--- src/rtl/fifo_pkg.sv ---
// fifo_pkg
//   Shared definitions for the byte-FIFO to word packer:
//     - pack_state_e : packer FSM encoding
//     - pack_lanes() : entries per output word (N)
//     - cnt_width()  : width of a counter that must hold 0..N inclusive
//     - DEF_*        : default entry / word widths
package fifo_pkg;

   typedef enum logic [1:0] {
      FILL       = 2'd0,  // popping entries into the assembly register
      HOLD       = 2'd1,  // full word assembled, output register busy
      FLUSH_WAIT = 2'd2,  // flush seen, letting an in-flight read land
      HOLD_F     = 2'd3   // partial word waiting for the output register
   } pack_state_e;

   localparam int DEF_DATA_WIDTH = 8;
   localparam int DEF_WORD_WIDTH = 32;

   function automatic int pack_lanes(input int data_width, input int word_width);
      return word_width / data_width;
   endfunction

   // The lane counter sits at N while a full word waits, so it needs N+1 codes.
   function automatic int cnt_width(input int lanes);
      return $clog2(lanes + 1);
   endfunction

endpackage

--- src/rtl/word_out_reg.sv ---
// word_out_reg
//   Single-entry valid/ready holding register for packed words. A new word
//   may be loaded in the same cycle the current one is accepted downstream,
//   so back-to-back words flow without a bubble. Contents are frozen while
//   m_valid && !m_ready.
// Ports:
//   clk, rst          clock, synchronous active-high reset
//   load              load request (only honoured when ld_rdy)
//   ld_data/keep/last word, byte enables and last flag to load
//   ld_rdy            register is empty or being drained this cycle
//   m_valid/m_ready   downstream handshake
//   m_data/keep/last  registered word presented downstream
module word_out_reg #(
   parameter int WORD_WIDTH = 32,
   parameter int KEEP_WIDTH = 4
) (
   input  logic                  clk,
   input  logic                  rst,
   input  logic                  load,
   input  logic [WORD_WIDTH-1:0] ld_data,
   input  logic [KEEP_WIDTH-1:0] ld_keep,
   input  logic                  ld_last,
   output logic                  ld_rdy,
   output logic                  m_valid,
   input  logic                  m_ready,
   output logic [WORD_WIDTH-1:0] m_data,
   output logic [KEEP_WIDTH-1:0] m_keep,
   output logic                  m_last
);

   assign ld_rdy = !m_valid || m_ready;

   always_ff @(posedge clk) begin
      if (rst) begin
         m_valid <= 1'b0;
         m_data  <= '0;
         m_keep  <= '0;
         m_last  <= 1'b0;
      end else if (load && ld_rdy) begin
         m_valid <= 1'b1;
         m_data  <= ld_data;
         m_keep  <= ld_keep;
         m_last  <= ld_last;
      end else if (m_ready) begin
         // drained with nothing to replace it; payload is left as-is
         m_valid <= 1'b0;
      end
   end

endmodule

--- src/rtl/fifo_word_packer.sv ---
// fifo_word_packer
//   Drains DATA_WIDTH entries from a sync_fifo and packs them little-endian
//   into WORD_WIDTH words (first entry popped lands in bits [DATA_WIDTH-1:0]).
//   A flush pulse emits the current partial word with contiguous byte
//   enables and m_last set. WORD_WIDTH must be a multiple of DATA_WIDTH.
// Ports:
//   clk, rst                 clock, synchronous active-high reset
//   fifo_rd_en               pop request, never raised while fifo_empty
//   fifo_rd_data, fifo_empty FIFO read side (data timing per RDATA_MODE)
//   flush                    single-cycle request to emit the partial word
//   m_valid, m_ready         output handshake
//   m_data, m_keep, m_last   packed word, byte enables, flush marker
module fifo_word_packer
   import fifo_pkg::*;
#(
   parameter int DATA_WIDTH = DEF_DATA_WIDTH,
   parameter int WORD_WIDTH = DEF_WORD_WIDTH,
   parameter int RDATA_MODE = 1
) (
   input  logic                             clk,
   input  logic                             rst,
   output logic                             fifo_rd_en,
   input  logic [DATA_WIDTH-1:0]            fifo_rd_data,
   input  logic                             fifo_empty,
   input  logic                             flush,
   output logic                             m_valid,
   input  logic                             m_ready,
   output logic [WORD_WIDTH-1:0]            m_data,
   output logic [WORD_WIDTH/DATA_WIDTH-1:0] m_keep,
   output logic                             m_last
);

   localparam int N  = pack_lanes(DATA_WIDTH, WORD_WIDTH);
   localparam int CW = cnt_width(N);

   pack_state_e                  state, state_nxt;
   logic [CW-1:0]                cnt, cnt_nxt, cap_cnt;
   logic                         inflight, capture, word_done, room;
   logic                         flush_pend, flush_pend_nxt;
   logic [N-1:0][DATA_WIDTH-1:0] asm_q, asm_cur, out_data;
   logic [N-1:0]                 out_keep;
   logic                         out_load, out_last, ld_rdy;

   // ---------------------------------------------------------------- pop
   // Counting the in-flight read keeps a registered-read FIFO from being
   // popped past the end of the word.
   assign room       = (int'(cnt) + int'(inflight)) < N;
   assign fifo_rd_en = !fifo_empty && !rst && (state == FILL) && room;

   generate
      if (RDATA_MODE == 0) begin : g_cap_now
         assign capture = fifo_rd_en;
      end else begin : g_cap_late
         assign capture = inflight;
      end
   endgenerate

   always_ff @(posedge clk) begin
      if (rst) inflight <= 1'b0;
      else     inflight <= (RDATA_MODE != 0) && fifo_rd_en;
   end

   // cap_cnt: lanes filled once this cycle's capture (if any) is included
   assign cap_cnt   = cnt + CW'(capture);
   assign word_done = capture && (cap_cnt == CW'(N));

   // ---------------------------------------------------------------- lanes
   // asm_cur already holds this cycle's captured entry, so a word can be
   // handed to the output register in the cycle its last entry arrives.
   // Lanes at or above cap_cnt may hold stale entries and are zeroed.
   for (genvar g = 0; g < N; g++) begin : g_lane
      assign asm_cur[g]  = (capture && cnt == CW'(g)) ? fifo_rd_data : asm_q[g];
      assign out_keep[g] = cap_cnt > CW'(g);
      assign out_data[g] = out_keep[g] ? asm_cur[g] : '0;
   end

   always_ff @(posedge clk) begin
      if (rst) asm_q <= '0;
      else     asm_q <= asm_cur;
   end

   // ---------------------------------------------------------------- FSM
   always_comb begin
      state_nxt      = state;
      cnt_nxt        = cap_cnt;
      flush_pend_nxt = flush_pend;
      out_load       = 1'b0;
      out_last       = 1'b0;
      case (state)
         FILL: begin
            if (word_done) begin
               // HOLD is only entered when the output register is busy;
               // otherwise the word goes straight out to keep one word per
               // N (mode 0) / N+1 (mode 1) cycles.
               if (ld_rdy) begin
                  out_load = 1'b1;
                  out_last = flush;
                  cnt_nxt  = '0;
               end else begin
                  state_nxt      = HOLD;
                  flush_pend_nxt = flush;
               end
            end else if (flush && !(cap_cnt == '0 && !fifo_rd_en)) begin
               // nothing assembled and nothing popped means nothing to flush
               state_nxt = FLUSH_WAIT;
            end
         end
         HOLD: begin
            if (flush) flush_pend_nxt = 1'b1;
            if (ld_rdy) begin
               out_load       = 1'b1;
               out_last       = flush_pend || flush;
               cnt_nxt        = '0;
               flush_pend_nxt = 1'b0;
               state_nxt      = FILL;
            end
         end
         FLUSH_WAIT: begin
            if (!inflight) state_nxt = (cnt == '0) ? FILL : HOLD_F;
         end
         HOLD_F: begin
            if (ld_rdy) begin
               out_load  = 1'b1;
               out_last  = 1'b1;
               cnt_nxt   = '0;
               state_nxt = FILL;
            end
         end
         default: state_nxt = FILL;
      endcase
   end

   always_ff @(posedge clk) begin
      if (rst) begin
         state      <= FILL;
         cnt        <= '0;
         flush_pend <= 1'b0;
      end else begin
         state      <= state_nxt;
         cnt        <= cnt_nxt;
         flush_pend <= flush_pend_nxt;
      end
   end

   // ---------------------------------------------------------------- output
   word_out_reg #(
      .WORD_WIDTH (WORD_WIDTH),
      .KEEP_WIDTH (N)
   ) u_out (
      .clk     (clk),
      .rst     (rst),
      .load    (out_load),
      .ld_data (out_data),
      .ld_keep (out_keep),
      .ld_last (out_last),
      .ld_rdy  (ld_rdy),
      .m_valid (m_valid),
      .m_ready (m_ready),
      .m_data  (m_data),
      .m_keep  (m_keep),
      .m_last  (m_last)
   );

endmodule

--- config.mk ---
export PLATFORM = sky130hd
export DESIGN_NAME = fifo_word_packer
export DESIGN_NICKNAME = d
export VERILOG_FILES = /design/src/rtl/fifo_pkg.sv /design/src/rtl/word_out_reg.sv /design/src/rtl/fifo_word_packer.sv
export SDC_FILE = /design/constraint.sdc
export NUM_CORES = 1
export LEC_CHECK = 0
export CAP_MARGIN = 20
export CORE_MARGIN = 2
export CORE_UTILIZATION = 42
export DETAILED_ROUTE_END_ITERATION = 7
export GPL_ROUTABILITY_DRIVEN = 0
export PLACE_DENSITY = 0.68
export SYNTH_ARGS = -nofsm -noshare
export SYNTH_HDL_FRONTEND = slang
export SYNTH_SLANG_ARGS = --single-unit
--- constraint.sdc ---
create_clock -name clk -period 4.5 [get_ports clk]
set_input_delay 0.9 -clock clk [delete_from_list [all_inputs] [get_ports clk]]
set_output_delay 0.9 -clock clk [all_outputs]
set_load 0.01 [all_outputs]
Word-level counts from Yosys, hierarchy flattened
Index checks and enable logic that the tools add are counted.
{"block": "totals", "output_inout_bits": 39, "word_cells": 91, "reg_bits": 77}
{"block": "op_classes", "eq_ne": 14, "addsub": 2, "reduce_logical": 26, "muxes": 32, "order_cmp": 5}
{"operator": "$mux W8", "count": 8}
{"operator": "$mux W2", "count": 6}
{"operator": "$logic_and A1 B1 Y1", "count": 11}
{"operator": "$mux W1", "count": 11}
{"operator": "$reduce_and A4 Y1", "count": 2}
{"operator": "$eq A3 B2 Y1 const B", "count": 2}
{"operator": "$gt A3 B1 Y1 const B", "count": 2}
{"operator": "$gt A3 B2 Y1 const B", "count": 2}
{"operator": "$logic_not A3 Y1", "count": 2}
{"operator": "$mux W3", "count": 2}
{"operator": "$ne A2 B2 Y1 const B", "count": 3}
{"operator": "$ne A3 B2 Y1 const B", "count": 2}
{"operator": "$pmux W2 S3", "count": 1}
{"operator": "$pmux W3 S2", "count": 1}
{"operator": "$logic_not A1 Y1", "count": 5}
{"operator": "$add A3 B1 Y4", "count": 1}
{"operator": "$eq A2 B2 Y1 const B", "count": 2}
{"operator": "$lt A4 B3 Y1 const B", "count": 1}
{"operator": "$pmux W1 S2", "count": 2}
{"operator": "$reduce_bool A2 Y1", "count": 2}
{"operator": "$add A3 B1 Y3", "count": 1}
{"operator": "$eq A3 B1 Y1 const B", "count": 1}
{"operator": "$eq A3 B3 Y1 const B", "count": 1}
{"operator": "$ne A3 B3 Y1 const B", "count": 1}
{"operator": "other kinds (6)", "count": 7}

Longest topological paths before layout
{"block": "depth", "ltp_word": 11, "depth_mapped": 7}

Modules after synthesis
A second synthesis with hierarchy kept.
{"block": "hier_totals", "cells_unflattened": 363, "area_unflattened_um2": 3339.5}
{"mod": "fifo_word_packer", "cells_each": 191, "n_inst": 1, "area_each_um2": 1710.4, "seq_area_each_um2": 780.7}
{"mod": "word_out_reg", "cells_each": 172, "n_inst": 1, "area_each_um2": 1629.1, "seq_area_each_um2": 760.7}

Least setup slack after synthesis
Ideal clock, no wire load.
{"block": "synth_path", "path_type": "input port to output port", "from": "input fifo_empty", "to": "output fifo_rd_en", "required_ps": 3600, "path_buffers": 0, "slack_ps": 1900, "stages": 2, "t_arrival_ps": 1700, "cell_sequence": "or4_4 nor3_1"}
{"block": "synth_via", "elab_chain_len": 4}
{"item": "start: declaration", "line_no": "fifo_word_packer.sv:24", "rtl": "input logic fifo_empty,"}
{"item": "$logic_not A1 Y1", "line_no": "fifo_word_packer.sv:48", "rtl": "assign fifo_rd_en = !fifo_empty && !rst && (state == FILL) && room;"}
{"item": "$logic_and A1 B1 Y1 (3 in a row)", "line_no": "fifo_word_packer.sv:48"}
{"item": "end: declaration", "line_no": "fifo_word_packer.sv:22", "rtl": "output logic fifo_rd_en,"}
No other way between the ends.

Worst setup path after layout
Same ends and word-level chain as after synthesis.

==> results.cfg <==
[power]
share_seq_of_total_power_pct = 51.3
power_density_nw_per_um2 = 396
net-switching-power_mw = 0.381
max-vdd-ir-drop_uv = 186
p_int_mw = 1.06
pwr-share-clk_pct = 34.7
power_switching_share_pct = 26.4
leakagePower_nw = 1.28
combinationalPowerShare_pct = 13.9

[detailed_routing]
route.detailed.vias_per_inst = 5.33
remaining_drc_errors = 0
detail_route.iter0.violations = 188
drt-wirelength-per-cell_um = 15.3
drt_pass1_iterations = 4
vias = 2185
drt.antenna.violating_nets = 0
wl_um = 6280

[layout]
postLayoutCoreUtil_pct = 54.1
finish.instance_area_um2 = 3640
antenna_cells = 0
syn2layout_area_growth_pct = 26.6
multi_input_area_um2 = 1250
final_net_count = 340
drive_gt1_share_pct = 11.5
num-fill-cells = 620
seq_area_um2 = 1540

[logic_synthesis]
ys_warn_count = 0
yosys_register_bits = 77
post-synth-top-area-cell = dfxtp_1
netlist_top_cells_count = dfxtp_1 (77), nand2_1 (35), a22o_1 (33)
ys_types = 51
postSynth.asyncResetShare_pct = 0
dominantRegCellSynth = dfxtp_1
synthesis.area_um2 = 2870
post-synth-top-count-cell = dfxtp_1
post_synth_inst_count = 277
synth_seq_area_share_pct = 53.6
post_synth_main_area_contributors = dfxtp_1 (54%), a22o_1 (10%), mux2i_1 (5.6%)
synthesis.nets = 292
yosys_top_cell_area_share_pct = 53.6
synth-edff-count = 0
post_synth.cell_area_avg_um2 = 10.4

[job]
max-cap-violations = 0

[setup_path]
crit_path_frequent_cell = clkdlybuf4s50_1
end_kind = primary output
timing.critical_path.cells = clkdlybuf4s50_1 -> or4_4 -> nor3_1 -> clkdlybuf4s50_1
crit_path_max_fanout = 3
worst_path_max_stage_delay_ns = 0.56
worstSetupStartpointType = input pin
timing.setup.critical_path_class = input pin to primary output
timing.critical_path.required_ns = 3.60
critical_path_at_ns = 2.56
timing.critical_path.slowest_stage_cell = clkdlybuf4s50_1

[clock_network]
number_of_buffers_inserted_during_clock_tree_synthesis = 9
cts-resized-gates = 0
cts.reportedPaths.clkPinSlew_ns = 0.07
clock_tree.buffer_depth = 2
cts_sinks = 77
cts_hold_buffers = 0
cts.htree.levels = 3
tritoncts = yes
worstSkewPairLatency_ns = 0.34
post_cts_setup_repair_buffer_count = 0
cts-root-buf = clkbuf_8

[timing]
holdWs_ns = 0.465
finalClockSkew_ns = 0.00667
setup_slack_ns = 1.04
tightest_slew_ns = 0.790
max_slew_margin_pct = 47.2
report.final.hold_viol_count = 0
report.final.setup_viol = 0
post-route-min-period_ns = 3.46
max_clock_freq_mhz = 289
slew_violations = 0
final.setup.tns_ns = 0
timing.final.crit_share_pct = 76.8
setup_repair_after_global_routing_missed_its_margin = false

[global_routing]
grt_pass1_vias = 2147
grt_max_degree = 40
overflow = 0
total_routing_resource_utilization_after_global_routing_pct = 17.9
grt_first_pass_wirelength_um = 10500
initial_antenna_violation_count = 0

[place]
dp_slack_ns = 1.03
io_buffers = 51
detailedPlacementHpwl_um = 4160
post_dp_cell_area_um2 = 3440

[worst_hold_path]
min-delay-path-class = flip-flop to flip-flop

[die]
die_x_um = 86.7
floorplan.initialDensity_pct = 42.8
rows = 30
design.portCount = 52
fp.dieArea_um2 = 7520
fp.coreArea_um2 = 6720
die_y_um = 86.7

[run_status]
status = finished, final reports clean
-- per-stage QoR --
step / cells / power, mW
after global placement: 394 / 0.954
after global routing: 410 / 1.51
after CTS: 410 / 1.45
after floorplan: 277 / 0.898
final: 410 / 1.44
after detailed placement: 394 / 0.956
-- worst paths after layout --
kind	from	slack (ns)	to	depth (start not counted)
worst max-delay path	fifo_empty	1.04	fifo_rd_en	4
worst min register to register	asm_q[5]	0.47	asm_q[5]	2
worst min-delay path	asm_q[5]	0.47	asm_q[5]	2
worst max register to register	capture	2.13	u_out.m_data[10]	6
-- cell usage in the layout (no fill, tap or decap), types with 2 or more instances in the layout --
cell,n
clkinvlp_4,2
o21ai_0,3
clkbuf_8,13
nor3_2,2
dfxtp_1,77
inv_1,3
mux2i_1,16
nor4bb_2,2
nor3_1,3
a21oi_2,3
nor2_1,19
buf_4,4
and3_1,2
and2_1,5
a311oi_1,2
nand2_1,35
a21boi_0,2
ha_1,2
clkdlybuf4s50_1,51
a21oi_1,20
a22o_1,33
o21a_1,2
-- layout make-up --
| type | count | area share, % |
|---|---|---|
| Clock buffer | 14 | 5.02 |
| Timing Repair Buffer | 55 | 14.9 |
| Sequential cell | 77 | 42.4 |
| Clock inverter | 2 | 0.413 |
| Tap cell | 80 | 2.75 |
| Multi-Input combinational cell | 179 | 34.3 |
| Inverter | 3 | 0.310 |
-- registers in the layout, summed over array words and instances (netlist names) --
| register | count |
|---|---|
| asm_q | 32 |
| u_out.m_data | 32 |
| u_out.m_keep | 4 |
| cnt | 3 |
| state | 2 |
| capture | 1 |
| flush_pend | 1 |
| u_out.m_last | 1 |
| u_out.m_valid | 1 |
-- critical path, delay by kind of cell --
kind | cells | cell delay, ns
and+or+nand+nor | 2 | 0.69
buffers and inverters | 2 | 0.96
-- metal layers --
metal | vias to the layer above | GRT usage, % | part of all wire, %
met1 | 1023 | 26.5 | 48
met2 | 60 | 25.6 | 46
met3 | 6 | 4.19 | 4.9
li1 | 1096 | - | -
met4 | 0 | 6.39 | 1.0
met5 | - | 0 | 0
-- power groups by stage --
stage          Combinational, mW  Clock (mW)  Sequential [mW]
6_report                   0.201       0.500            0.740
3_3_place_gp               0.200           0            0.755
2_1_floorplan              0.158           0            0.740
3_5_place_dp               0.201           0            0.756
5_1_grt                    0.219       0.542            0.746
4_1_cts                    0.201       0.512            0.740
-- cells by family (layout without fill, tap and decap cells) --
family	Yosys count	in the layout	share of synthesized area [%]
AND/OR/NAND/NOR	86	86	16.1
flip-flops	77	77	53.6
AO/OA/AOI/OAI	73	73	19.5
buffers and inverters	21	74	3.44
multiplexers	16	16	5.57
adder cells (fa/ha/maj)	2	2	0.871
XOR/XNOR	2	2	0.871
Power figures use the tool's default switching activity.
